### src/rtl/uart_rx_fifo.sv
// -----------------------------------------------------------------------------
// uart_rx_fifo
//
// Receive buffer sitting directly behind uart_rx. Every byte uart_rx offers is
// stored with its parity and frame error flags in a DEPTH-entry
// first-word-fall-through FIFO. A UART line cannot be back-pressured, so the
// buffer never stalls the receiver. Bytes that arrive while the FIFO is full
// are dropped and counted. When DROP_FRAME_ERR is set, bytes with a stop-bit
// error are discarded on arrival and are also counted.
//
// Parameters
//   DEPTH           number of entries (power of two, >= 2)
//   ADDR_W          log2(DEPTH)
//   DROP_FRAME_ERR  1: discard bytes whose s_frame_err is set
//
// Ports
//   clk            system clock
//   reset_n        asynchronous reset, active-low
//   s_valid        byte valid from uart_rx
//   s_ready        ready to uart_rx; 0 in reset, 1 from the first edge after
//   s_data         received byte
//   s_parity_err   parity error flag for s_data
//   s_frame_err    stop-bit error flag for s_data
//   m_valid        head entry valid (FIFO not empty)
//   m_ready        consumer pops the head when m_valid && m_ready
//   m_data         head byte
//   m_parity_err   head parity flag
//   m_frame_err    head frame flag
//   count          entries stored, 0..DEPTH
//   full           count == DEPTH
//   empty          count == 0
//   overflow       sticky: a byte was lost because the FIFO was full
//   drop_cnt       bytes dropped (full or discarded), saturating at 255
//   clr_overflow   one-cycle pulse clearing overflow and drop_cnt
// -----------------------------------------------------------------------------
module uart_rx_fifo #(
   parameter int DEPTH          = 16,
   parameter int ADDR_W         = 4,
   parameter bit DROP_FRAME_ERR = 1'b0
) (
   input  logic              clk,
   input  logic              reset_n,
   input  logic              s_valid,
   output logic              s_ready,
   input  logic [7:0]        s_data,
   input  logic              s_parity_err,
   input  logic              s_frame_err,
   output logic              m_valid,
   input  logic              m_ready,
   output logic [7:0]        m_data,
   output logic              m_parity_err,
   output logic              m_frame_err,
   output logic [ADDR_W:0]   count,
   output logic              full,
   output logic              empty,
   output logic              overflow,
   output logic [7:0]        drop_cnt,
   input  logic              clr_overflow
);

   localparam logic [ADDR_W:0]   DEPTH_C   = DEPTH[ADDR_W:0];
   localparam logic [ADDR_W:0]   CNT_ZERO_C = '0;
   localparam logic [ADDR_W:0]   CNT_ONE_C  = {{ADDR_W{1'b0}}, 1'b1};
   localparam logic [ADDR_W-1:0] PTR_ZERO_C = '0;
   localparam logic [ADDR_W-1:0] PTR_ONE_C  = {{(ADDR_W-1){1'b0}}, 1'b1};

   // Saturating increment for the drop counter: parks at 255, never wraps.
   function automatic logic [7:0] sat_inc8(input logic [7:0] value);
      logic [7:0] result;
      if (value == 8'hFF) begin
         result = value;
      end else begin
         result = value + 8'd1;
      end
      return result;
   endfunction

   // Entry layout: {frame_err, parity_err, data}
   logic [9:0]        mem_r [DEPTH];

   logic [ADDR_W-1:0] wr_ptr_r;
   logic [ADDR_W-1:0] rd_ptr_r;
   logic [ADDR_W:0]   count_r;
   logic              full_r;
   logic              empty_r;
   logic              overflow_r;
   logic [7:0]        drop_cnt_r;
   logic              s_ready_r;

   logic              offer_s;
   logic              discard_s;
   logic              push_s;
   logic              pop_s;
   logic              push_acc_s;
   logic              drop_full_s;
   logic              drop_any_s;

   logic [ADDR_W-1:0] wr_ptr_nxt_s;
   logic [ADDR_W-1:0] rd_ptr_nxt_s;
   logic [ADDR_W:0]   count_nxt_s;
   logic              overflow_nxt_s;
   logic [7:0]        drop_cnt_nxt_s;
   logic [7:0]        drop_base_s;
   logic              overflow_base_s;
   logic [9:0]        head_s;

   // Handshake decode: which byte is accepted, popped or dropped this cycle.
   always_comb begin
      offer_s     = s_valid && s_ready_r;
      discard_s   = DROP_FRAME_ERR && s_frame_err;
      push_s      = offer_s && !discard_s;
      pop_s       = !empty_r && m_ready;
      // A full FIFO still accepts when the head leaves in the same cycle.
      push_acc_s  = push_s && (!full_r || pop_s);
      drop_full_s = push_s && !push_acc_s;
      drop_any_s  = drop_full_s || (offer_s && discard_s);
   end

   // Next-state for pointers, occupancy and drop bookkeeping.
   always_comb begin
      wr_ptr_nxt_s    = wr_ptr_r;
      rd_ptr_nxt_s    = rd_ptr_r;
      count_nxt_s     = count_r;
      overflow_nxt_s  = overflow_r;
      drop_cnt_nxt_s  = drop_cnt_r;
      drop_base_s     = drop_cnt_r;
      overflow_base_s = overflow_r;

      if (push_acc_s) begin
         wr_ptr_nxt_s = wr_ptr_r + PTR_ONE_C;
      end else begin
         wr_ptr_nxt_s = wr_ptr_r;
      end

      if (pop_s) begin
         rd_ptr_nxt_s = rd_ptr_r + PTR_ONE_C;
      end else begin
         rd_ptr_nxt_s = rd_ptr_r;
      end

      case ({push_acc_s, pop_s})
         2'b10:   count_nxt_s = count_r + CNT_ONE_C;
         2'b01:   count_nxt_s = count_r - CNT_ONE_C;
         default: count_nxt_s = count_r;
      endcase

      // Clear is applied first, so a drop in the same cycle still lands.
      if (clr_overflow) begin
         drop_base_s     = 8'd0;
         overflow_base_s = 1'b0;
      end else begin
         drop_base_s     = drop_cnt_r;
         overflow_base_s = overflow_r;
      end

      if (drop_any_s) begin
         drop_cnt_nxt_s = sat_inc8(drop_base_s);
      end else begin
         drop_cnt_nxt_s = drop_base_s;
      end

      // Only full-FIFO losses are overflow; discarded frame errors are not.
      if (drop_full_s) begin
         overflow_nxt_s = 1'b1;
      end else begin
         overflow_nxt_s = overflow_base_s;
      end
   end

   // Pointer, occupancy, status and drop registers.
   always_ff @(posedge clk or negedge reset_n) begin
      if (!reset_n) begin
         wr_ptr_r   <= PTR_ZERO_C;
         rd_ptr_r   <= PTR_ZERO_C;
         count_r    <= CNT_ZERO_C;
         full_r     <= 1'b0;
         empty_r    <= 1'b1;
         overflow_r <= 1'b0;
         drop_cnt_r <= 8'd0;
         s_ready_r  <= 1'b0;
      end else begin
         wr_ptr_r   <= wr_ptr_nxt_s;
         rd_ptr_r   <= rd_ptr_nxt_s;
         count_r    <= count_nxt_s;
         full_r     <= (count_nxt_s == DEPTH_C);
         empty_r    <= (count_nxt_s == CNT_ZERO_C);
         overflow_r <= overflow_nxt_s;
         drop_cnt_r <= drop_cnt_nxt_s;
         s_ready_r  <= 1'b1;
      end
   end

   // Storage array; contents are not reset, only pointers are.
   always_ff @(posedge clk) begin
      if (push_acc_s) begin
         mem_r[wr_ptr_r] <= {s_frame_err, s_parity_err, s_data};
      end
   end

   // First-word-fall-through head: read straight from the read pointer.
   always_comb begin
      head_s = mem_r[rd_ptr_r];
   end

   assign s_ready      = s_ready_r;
   assign m_valid      = !empty_r;
   assign m_data       = head_s[7:0];
   assign m_parity_err = head_s[8];
   assign m_frame_err  = head_s[9];
   assign count        = count_r;
   assign full         = full_r;
   assign empty        = empty_r;
   assign overflow     = overflow_r;
   assign drop_cnt     = drop_cnt_r;

endmodule
### config.mk
export PLATFORM = sky130hd
export DESIGN_NAME = uart_rx_fifo
export DESIGN_NICKNAME = d
export VERILOG_FILES = /design/src/rtl/uart_rx_fifo.sv
export SDC_FILE = /design/constraint.sdc
export NUM_CORES = 1
export LEC_CHECK = 0
export BUFFER_PORTS_ARGS = -buffer_cell sky130_fd_sc_hd__buf_4
export CORE_MARGIN = 2
export CORE_UTILIZATION = 50
export DETAILED_ROUTE_END_ITERATION = 12
export PLACE_DENSITY_LB_ADDON = 0.15
export SLEW_MARGIN = 20
export SYNTH_ARGS = -nofsm -noshare
export SYNTH_HDL_FRONTEND = slang
export SYNTH_SLANG_ARGS = --single-unit
### constraint.sdc
create_clock -name clk -period 3.9 [get_ports clk]
set_clock_uncertainty 0.2 [all_clocks]
set_input_delay 0.78 -clock clk [delete_from_list [all_inputs] [get_ports clk]]
set_output_delay 0.78 -clock clk [all_outputs]
set_load 0.03 [all_outputs]
==> summary.txt <==
Synth
  • Syn Inst Count: 456
  • Sequential element share of the synthesized area: 71.5%
  • Yosys warns: 0
  • Synth Cell Area: around 7600 um^2
  • Post-synthesis cell type count: 46
  • Synth Register Bits: 185
  • Synthesized net count: 480
  • Syn_area_per_cell: approximately 17 um^2

Pwr
  • PD cells: just over 700 nW/um^2
  • Switch share: 34.0%
  • Worst IR Drop VDD: 0.337 mV
  • Switch Pwr: 2.10 mW
  • Sequential Power Share: 42.2%
  • P_leak: 3.12 nW
  • Internal Power: 4.06 mW
  • Clock share of power: 25.5%
  • Logic pwr share: 32.4%

Route
  • Residual DRC: 0
  • Final ANT Viol Nets: 0
  • Vias per std cell: 5.72
  • TritonRoute pass-1 iters: 6
  • 1st-iter DRT viols: between 200 and 300
  • Wirelength per Cell: 20.3 um
  • Via count: 4075
  • Routed WL: approximately 15 mm

STA
  • Final period util: 91.9%
  • Slew Limit Fails: 0
  • Setup TNS: 0 ps
  • Worst-Margin Slew: roughly 910 ps
  • Crit path time final: 3580 ps
  • Endpoints failing setup: 0
  • RSZ-0062 raised after global routing: no
  • Final WS setup: about 320 ps
  • F_max: 279 MHz
  • Final Hold Vio Count: 0
  • Slew headroom: 39.0%

Worst setup path
  • Critical Path AT: between 2000 and 3000 ps
  • Reg2Reg Setup Slack: 880 ps
  • CP max stage cell: dfrtp_4
  • CP max FO: 33
  • CP startpoint kind: register
  • Reg2reg start: empty
  • Critical Setup Path Class: reg2out
  • Critical path required time: 2920 ps
  • Worst path max stage delay: 800 ps
  • Cell Chain, Critical Path: buf_4 -> mux2_2 -> o21ai_0 -> a21oi_1 -> o21ai_0 -> nand2_1 -> buf_4
  • Crit path from: rd_ptr_r[0]
  • Crit. End Element: output port

Placement
  • I/O Buffers: 42
  • Dpl ws: 423 ps
  • Detailed Place HPWL: 9.49 mm
  • Gpl congestion: 0.783

Finish
  • Post-layout util: between 50% and 60%
  • Share of cells above drive strength 1: 23.8%
  • Inserted Diodes: 0
  • Area Overhead vs Synth: 14.9%
  • Commonest non-fill, non-tap cell in the layout: edfxtp_1
  • Nets: 537
  • Highest-count cells in the layout ignoring fill and taps: edfxtp_1 (160), buf_4 (59), mux2i_1 (32), nand2_1 (28), o21ai_0 (25)
  • Layout filler cell count: around 1.1k

Clock network
  • Cts bufs inserted: 17
  • Post-CTS setup buffer count: 0
  • Hold_buf cts: 0
  • # clock sinks: 185
  • Clk pin slew, worst setup/hold paths: 60 ps
  • CTS tree: built
  • Max clock buf depth: 2
  • Htree depth: 4
  • Clock Latency Late Sink: 420 ps
  • Post-cts sizing count: 0
  • Clock Tree Root: clkbuf_16

GRT
  • Initial antenna violation count: 0
  • Largest net degree at the start of global routing: 34
  • Gr ovfl total: 0
  • GR Util met2: 28.9%
  • GR peak layer: met2
  • First-pass GRT wire length: 22.7 mm
  • GRT Overall Usage: 19.1%
  • Met1 Use GR: 27.8%
  • Vias in the first global route: a little over 4k
  • M3 GR Usage: 3.64%

Floorplan
  • Die area: between 15000 and 20000 um^2
  • Die width: 127 um
  • IO Count: 43
  • Core footprint: roughly 15000 um^2
  • Starting Density: 50.6%
  • Die Y: approximately 130 um
  • Row cnt: 45

Status
  • Status: finished clean

Job
  • Max capacitance violation total: 0

Hold path
  • Worst min path class: in2async
-- power by group through the flow --
stage / Combinational [mW] / Clock [mW] / Sequential (mW)
global placement: 1.98 / 0 / 2.62
floorplan: 1.48 / 0 / 2.49
CTS: 2.01 / 1.60 / 2.60
detailed placement: 2.01 / 0 / 2.63
finish: 1.99 / 1.57 / 2.60
global route: 2.15 / 1.69 / 2.62
-- state kept, by name, summed over array words and instances, names as in the netlist --
signal / count
full: 1
count: 5
empty: 1
wr_ptr_r: 4
rd_ptr_r: 4
drop_cnt: 8
mem_r: 160
s_ready: 1
overflow: 1
-- worst paths after layout --
check                               endpoint  depth (start not counted)
worst max register to register          full                         11
max in group asynchronous              empty                          1
worst min-delay path             drop_cnt[2]                          1
worst min register to register      overflow                          2
worst max-delay path            m_parity_err                          7
min in group clk                    overflow                          2
-- through the flow --
step / power (mW) / std cells / instance area [um^2] / hold slack (ps)
after floorplan: 3.97 / 456 / 7600 / 284
after global placement: 4.60 / 682 / 8200 / 311
after detailed placement: 4.64 / 682 / 8200 / 320
after CTS: 6.22 / 713 / 8730 / 44.5
after global routing: 6.46 / 713 / 8730 / 65.5
final: 6.16 / 713 / 8730 / 42.3
-- cells by family after synthesis --
| family | after synthesis | synth area share [%] |
|---|---|---|
| buffers and inverters | 30 | 1.81 |
| multiplexers | 64 | 11.9 |
| XOR/XNOR | 14 | 1.61 |
| AND/OR/NAND/NOR | 84 | 5.86 |
| AO/OA/AOI/OAI | 69 | 5.81 |
| other | 1 | 0.0493 |
| flip-flops | 185 | 71.5 |
| adder cells (fa/ha/maj) | 9 | 1.48 |
-- Yosys cell counts (all sizes together) --
| cell | count | area share, % |
|---|---|---|
| a211o | 2 | 0.23 |
| a21oi | 13 | 0.91 |
| a221oi | 11 | 1.3 |
| a22oi | 10 | 0.99 |
| a31oi | 3 | 0.25 |
| and2 | 2 | 0.16 |
| and3 | 1 | 0.082 |
| and3b | 1 | 0.12 |
| buf | 11 | 0.87 |
| clkbuf | 11 | 0.54 |
| conb | 1 | 0.049 |
| dfrtp | 24 | 7.9 |
| dfstp | 1 | 0.35 |
| edfxtp | 160 | 63 |
| ha | 9 | 1.5 |
| inv | 8 | 0.40 |
| mux2 | 12 | 1.8 |
| mux2i | 32 | 4.2 |
| mux4 | 20 | 5.9 |
| nand2 | 28 | 1.4 |
| nand2b | 7 | 0.71 |
| nand3 | 3 | 0.20 |
| nand3b | 1 | 0.099 |
| nand4 | 2 | 0.16 |
| nand4b | 2 | 0.43 |
| nor2 | 18 | 0.89 |
| nor2b | 7 | 0.58 |
| nor3 | 7 | 0.46 |
| nor3b | 2 | 0.20 |
| nor4b | 1 | 0.12 |
| nor4bb | 1 | 0.13 |
| o211ai | 1 | 0.099 |
| o21a | 1 | 0.099 |
| o21ai | 25 | 1.6 |
| o21bai | 1 | 0.099 |
| o221ai | 1 | 0.12 |
| o22a | 1 | 0.12 |
| or4 | 1 | 0.15 |
| xnor2 | 11 | 1.3 |
| xor2 | 3 | 0.35 |
-- critical path, delay by kind of cell (launching register included) --
| kind | cells | cell delay (ps) |
|---|---|---|
| AO/OA/AOI/OAI | 3 | 480 |
| AND/OR/NAND/NOR | 1 | 70 |
| buffers and inverters | 2 | 450 |
| flip-flops | 1 | 800 |
| multiplexers | 1 | 340 |
-- layer usage --
layer | vias up | share of wire, %
met5 | - | 0
met4 | 0 | 1.7
met3 | 20 | 4.3
met2 | 98 | 47
met1 | 2074 | 47
li1 | 1883 | -
-- layout make-up --
class	instances	area, um^2	area share, %
clock buffer	21	440	5.04
clock inverter	10	95.1	1.09
inverter	8	30.0	0.344
multi-input combinational	241	2030	23.3
sequential	185	5440	62.3
tap	188	235	2.69
timing repair buffer	60	463	5.30
No activity file was read; power rests on OpenSTA's default activity.
